`src/rtl/hs_arith_umin_scan_sched.sv`:
```
// Sequential least-key scheduler: snapshots NUM_REQ (valid, key) pairs on start,
// folds them one per cycle through a single 2-input unsigned-minimum stage and
// presents the winner on a valid/ready grant port.
// Optional build macro HS_ARITH_UMIN_SCAN_SCHED_FAIR_EN: rotates the scan start
// to (last granted index + 1) so tie-break priority becomes round-robin.
module hs_arith_umin_scan_sched #(
  parameter  int NUM_REQ    = 8,
  parameter  int DATA_WIDTH = 32,
  localparam int IDX_WIDTH  = (NUM_REQ > 2) ? $clog2(NUM_REQ) : 1
) (
  input  logic                          clk,
  input  logic                          rst_n,
  input  logic                          start,
  input  logic [NUM_REQ-1:0]            req_valid,
  input  logic [NUM_REQ*DATA_WIDTH-1:0] req_key,
  output logic                          busy,
  output logic                          grant_valid,
  input  logic                          grant_ready,
  output logic [IDX_WIDTH-1:0]          grant_index,
  output logic [NUM_REQ-1:0]            grant_onehot,
  output logic [DATA_WIDTH-1:0]         grant_key,
  output logic                          no_grant
);

  localparam logic [1:0] S_IDLE = 2'd0;
  localparam logic [1:0] S_SCAN = 2'd1;
  localparam logic [1:0] S_HOLD = 2'd2;

  localparam logic [IDX_WIDTH-1:0] LAST_IDX = IDX_WIDTH'(NUM_REQ - 1);

  logic [1:0]            state;
  logic [IDX_WIDTH-1:0]  ptr;
  logic [IDX_WIDTH-1:0]  cnt;
  logic                  min_valid;
  logic [DATA_WIDTH-1:0] min_key;
  logic [IDX_WIDTH-1:0]  min_idx;
  logic [IDX_WIDTH-1:0]  first_ptr;

  logic [NUM_REQ-1:0]    snap_valid;
  logic [DATA_WIDTH-1:0] snap_key [NUM_REQ];
  logic [DATA_WIDTH-1:0] req_key_arr [NUM_REQ];

  logic                  cand_valid;
  logic [DATA_WIDTH-1:0] cand_key;
  logic                  take;
  logic                  nxt_valid;
  logic [DATA_WIDTH-1:0] nxt_key;
  logic [IDX_WIDTH-1:0]  nxt_idx;
  logic                  load;

  // Unpack the flat key bus into per-requester lanes.
  for (genvar gi = 0; gi < NUM_REQ; gi++) begin : g_unpack
    assign req_key_arr[gi] = req_key[gi*DATA_WIDTH +: DATA_WIDTH];
  end

  assign load = (state == S_IDLE) && start;

  // Snapshot the request table when a scan is accepted; later input changes are ignored.
  always_ff @(posedge clk) begin
    if (load) begin
      snap_valid <= req_valid;
      for (int i = 0; i < NUM_REQ; i++) begin
        snap_key[i] <= req_key_arr[i];
      end
    end
  end

`ifdef HS_ARITH_UMIN_SCAN_SCHED_FAIR_EN
  logic [IDX_WIDTH-1:0] last_grant;

  // Remember the most recently accepted winner; only a completed handshake moves it.
  always_ff @(posedge clk or negedge rst_n) begin
    if (!rst_n) begin
      last_grant <= LAST_IDX;
    end else if ((state == S_HOLD) && grant_ready) begin
      last_grant <= grant_index;
    end
  end

  assign first_ptr = (last_grant == LAST_IDX) ? '0 : last_grant + IDX_WIDTH'(1);
`else
  assign first_ptr = '0;
`endif

  // Single compare stage: running minimum (din0) versus snapshot[ptr] (din1).
  // Strict less-than keeps the earlier-scanned entry on ties.
  always_comb begin
    cand_valid = snap_valid[ptr];
    cand_key   = snap_key[ptr];
    take       = cand_valid && (!min_valid || (cand_key < min_key));
    nxt_valid  = min_valid || cand_valid;
    nxt_key    = take ? cand_key : min_key;
    nxt_idx    = take ? ptr : min_idx;
  end

  // Main FSM: IDLE -> SCAN (NUM_REQ compares) -> HOLD until accepted, or back to IDLE with no_grant.
  always_ff @(posedge clk or negedge rst_n) begin
    if (!rst_n) begin
      state       <= S_IDLE;
      ptr         <= '0;
      cnt         <= '0;
      min_valid   <= 1'b0;
      min_key     <= '0;
      min_idx     <= '0;
      grant_index <= '0;
      grant_key   <= '0;
      no_grant    <= 1'b0;
    end else begin
      no_grant <= 1'b0;
      case (state)
        S_IDLE: begin
          if (start) begin
            ptr       <= first_ptr;
            cnt       <= '0;
            min_valid <= 1'b0;
            state     <= S_SCAN;
          end
        end
        S_SCAN: begin
          min_valid <= nxt_valid;
          min_key   <= nxt_key;
          min_idx   <= nxt_idx;
          ptr       <= (ptr == LAST_IDX) ? '0 : ptr + IDX_WIDTH'(1);
          cnt       <= cnt + IDX_WIDTH'(1);
          if (cnt == LAST_IDX) begin
            if (nxt_valid) begin
              grant_index <= nxt_idx;
              grant_key   <= nxt_key;
              state       <= S_HOLD;
            end else begin
              no_grant <= 1'b1;
              state    <= S_IDLE;
            end
          end
        end
        S_HOLD: begin
          if (grant_ready) begin
            state <= S_IDLE;
          end
        end
        default: state <= S_IDLE;
      endcase
    end
  end

  assign busy        = (state != S_IDLE);
  assign grant_valid = (state == S_HOLD);

  // One-hot view of the winner, forced to zero whenever no grant is presented.
  for (genvar gi = 0; gi < NUM_REQ; gi++) begin : g_onehot
    assign grant_onehot[gi] = grant_valid && (grant_index == IDX_WIDTH'(gi));
  end

endmodule
```
`config.mk`:
```
export PLATFORM = sky130hd
export DESIGN_NAME = hs_arith_umin_scan_sched
export DESIGN_NICKNAME = d
export VERILOG_FILES = /design/src/rtl/hs_arith_umin_scan_sched.sv
export SDC_FILE = /design/constraint.sdc
export NUM_CORES = 1
export LEC_CHECK = 0
export ABC_AREA = 1
export BUFFER_PORTS_ARGS = -buffer_cell sky130_fd_sc_hd__buf_2
export CORE_ASPECT_RATIO = 0.5
export CORE_MARGIN = 4
export CORE_UTILIZATION = 55
export DETAILED_ROUTE_END_ITERATION = 10
export PLACE_DENSITY = 0.8
export SLEW_MARGIN = 20
export SYNTH_ARGS = -nofsm -noshare
export SYNTH_HDL_FRONTEND = slang
export SYNTH_SLANG_ARGS = --single-unit
```
`constraint.sdc`:
```
create_clock -name clk -period 15.9 [get_ports clk]
set_input_delay 0.795 -clock clk [delete_from_list [all_inputs] [get_ports clk]]
set_output_delay 0.795 -clock clk [all_outputs]
set_load 0.03 [all_outputs]
```
==> implementation parameters <==
Parameter                              Value

Status
  Outcome ... finished clean

Finish
  Most frequent cells in the layout ... sky130_fd_sc_hd__buf_2 (312), sky130_fd_sc_hd__edfxtp_1 (264), sky130_fd_sc_hd__nand2_1 (244), sky130_fd_sc_hd__nor2_1 (149), sky130_fd_sc_hd__o21ai_0 (136)
  NumNets Final ... 1934
  Multi-input gate area in the final layout ... 3976 sq um
  Final design utilization ... 68.01%
  Number of filler cells placed in the layout ... 1917
  Seq. cell area ... 9935 sq um
  Area growth from synthesis to final layout ... 19.20%
  Most common library cell in the layout ignoring fill and taps ... sky130_fd_sc_hd__buf_2
  Fraction of layout cells with a size suffix above 1 ... 23.10%

Clock network
  Clock latency on the worst-skew pair ... 0.57 ns
  Root Buffer ... sky130_fd_sc_hd__clkbuf_16
  Post-CTS setup buffer count ... 0
  Number of buffers added by the clock tree synthesis step ... 30
  Clock H-tree levels ... 1
  TritonCTS clock tree ... built
  CTS Sinks ... 344
  Post-CTS Resized ... 0
  Bufs on Longest Clock Path ... 3
  Clock slew at the register clock pins of the worst setup and hold paths ... 0.07 ns
  # hold bufs at CTS ... 0

Worst setup path
  Required time at the endpoint of the critical path ... 16.40 ns
  Number of cells on the worst reg-to-reg path ... 19
  Number of stages on the worst setup path ... 19
  Cell repeated most along the worst path ... sky130_fd_sc_hd__nand2_1
  Worst setup path class ... reg -> reg
  Worst flop-to-flop path endpoint ... grant_key[10]$_DFFE_PN0P_
  Startpoint of the lowest-slack register-to-register path ... ptr[0]$_DFFE_PN0P_
  Worst Setup End Kind ... flop
  CP Capture Point ... grant_key[10]$_DFFE_PN0P_
  CP Buf/Inv Count ... 3
  Startpoint of the most critical setup path ... ptr[0]$_DFFE_PN0P_
  Maximum net fanout on the critical path ... 76
  Critical Path, Cell by Cell ... inv_4, buf_4, o21ai_0, o22ai_1, inv_1, o21ai_1, ha_1, a21oi_1, nand3b_1, a21oi_1, a2111oi_0, nand2_1, nand2_1, nand2_1, nand2_4, nand2_4, nand2_1, nand3_1, nand2_1
  Endpoint arrival time on the critical path ... 6.03 ns
  Largest delay contributor family on the critical path ... simple AND/OR/NAND/NOR gates
  Delay of the slowest cell on the worst path ... 0.76 ns
  Type of origin of the critical path ... flop
  Standard cell with the maximum stage delay on the critical path ... sky130_fd_sc_hd__dfrtp_4
  Worst reg2reg setup slack ... 10.37 ns

Global routing
  Pin count of the biggest net entering global routing ... 85
  Overall Global Routing Usage ... 26.14%
  Antenna violations before repair ... 10
  Vias in the first global route ... 11160
  Leftover overflow at the end of global routing ... 0
  Global-route wire length before repair ... 59990 um

Detailed routing
  Average via count per standard cell ... 5.646
  DRC violations left ... 0
  Remaining antenna violation count ... 0
  First-pass iteration count of the detailed router ... 5
  Number of violations reported at the end of detailed-routing iteration 0 ... 1504
  Routed length per instance ... 19.74 um
  Via count of the routed design ... 11330
  Post-Route WL ... 39620 um

Logic synthesis
  Syn Area/Cell ... 10.89 sq um
  Synthesized flop and latch total ... 344
  Synth Instances ... 1349
  Sequential-to-total area share from yosys stat ... 67.58%
  Number of nets in the synthesized netlist ... 1652
  Yosys synthesis warning count ... 0
  Count of different cell masters after synthesis ... 32
  Post-synth design cell area ... 14690 sq um

Die
  Core region area ... 25750 sq um
  Count of boundary I/O pins ... 314
  Die Wd ... 239.1 um
  DIE AREA ... 29550 sq um
  Count of standard-cell rows ... 41
  Initial cell density of the core ... 57.05%
  Height of the die ... 123.6 um

Timing
  Portion of the clock cycle consumed by the worst path in the final layout ... 34.80%
  Maximum clock frequency ... 180.7 MHz
  Final Slew Violations ... 0
  Final-layout setup total negative slack ... 0 ns
  Final Skew ... 0.01101 ns
  Slew of the pin with the lowest slew margin ... 1.081 ns
  Worst slew margin ... 27.93%
  Setup violations, final ... 0
  Number of hold violations in the final report ... 0
  Post-Route Hold Slack ... 0.2608 ns
  Setup repair after global routing missed its margin ... no
  Tmin final ... 5.533 ns

Hold path
  Kind of path behind the tightest hold check ... in -> async

Flow run
  Max cap viols ... 0

Place
  Last weighted congestion value of the routability-driven placer ... 0.9194
  Port Buf Inserts ... 313
  Detailed placement HPWL ... 26910 um

Pwr
  IR drop worst, VDD ... 0.1145 mV
  Total chip power ... 3.797 mW
  Leakage Power ... 7.666 nW
  Total power per unit cell area ... 216.8 nW/um^2
==> kinds of logic after synthesis <==
logic type,count (synthesis),synth area share (%)
buf+inv,199,5.561
fa+ha+maj,35,2.980
compound gates,251,9.299
flops,344,67.58
simple gates,520,14.58
==> flip-flops by register name, summed over array words and instances, names as in the netlist, 2 cells and up <==
signal,cells
snap_valid,8
cnt,3
ptr,3
min_idx,3
grant_index,3
min_key,32
snap_key,256
grant_key,32
state,2
==> worst min path at each step <==
stage	slack, ns	depth (start not counted)	from	end
4_1_cts	0.37	1	req_key[206]	snap_key[6][14]$_DFFE_PP_
6_report	0.26	1	rst_n	grant_key[21]$_DFFE_PN0P_
3_5_place_dp	0.46	2	grant_key[28]$_DFFE_PN0P_	grant_key[28]$_DFFE_PN0P_
2_1_floorplan	0.45	2	min_key[25]$_DFFE_PN0P_	min_key[25]$_DFFE_PN0P_
3_3_place_gp	0.46	2	min_key[5]$_DFFE_PN0P_	min_key[5]$_DFFE_PN0P_
5_1_grt	0.32	1	rst_n	grant_key[13]$_DFFE_PN0P_
==> power by group <==
group | internal, mW | leakage (nW) | switching (mW)
logic | 0.498 | 3.75 | 1.19
clock network | 0.444 | 0.491 | 0.328
registers | 1.22 | 3.43 | 0.119
==> layout make-up <==
class | count | share of cell area [%]
well taps | 344 | 2.457
inverters | 125 | 2.693
repair buffers | 324 | 9.451
multi-input cells | 806 | 22.70
clock buffers | 36 | 4.415
flip-flops and latches | 344 | 56.72
diodes | 9 | 0.1286
clock inverters | 19 | 1.429
==> synth_stat cells, drive strengths merged <==
| master | number | area share [%] |
|---|---|---|
| edfxtp | 264 | 54 |
| nor2 | 152 | 3.9 |
| ha | 35 | 3.0 |
| a22o | 2 | 0.12 |
| a2111oi | 1 | 0.060 |
| o21a | 1 | 0.051 |
| a211oi | 2 | 0.10 |
| or2 | 1 | 0.043 |
| nor4 | 3 | 0.13 |
| inv | 125 | 3.2 |
| clkbuf | 51 | 1.3 |
| dfrtp | 80 | 14 |
| o21ai | 163 | 5.6 |
| o22ai | 64 | 2.7 |
| nand3b | 1 | 0.051 |
| a31oi | 1 | 0.043 |
| buf | 23 | 1.0 |
| a21oi | 14 | 0.48 |
| o31ai | 1 | 0.051 |
| nand4 | 4 | 0.17 |
| nand3 | 111 | 3.8 |
| nand2 | 248 | 6.5 |
| o221ai | 2 | 0.12 |
==> per-stage QoR <==
| stage | std cells | cell area, sq um | setup slack [ns] |
|---|---|---|---|
| finish | 2007 | 17510 | 10.37 |
| CTS | 1998 | 17490 | 10.45 |
| detailed placement | 1943 | 16460 | 10.53 |
| global route | 2007 | 17510 | 9.911 |
| floorplan | 1349 | 14690 | 2.207 |
| global placement | 1943 | 16460 | 10.71 |
==> metal layers <==
layer | up-vias | wire, um | track usage (%)
li1 | 5227 | - | -
met4 | 2 | 860 | 7.352
met5 | - | 7 | 0
met2 | 535 | 19600 | 43.73
met1 | 5495 | 15820 | 36.15
met3 | 72 | 3327 | 4.535
(Power assumes the default switching activity.)
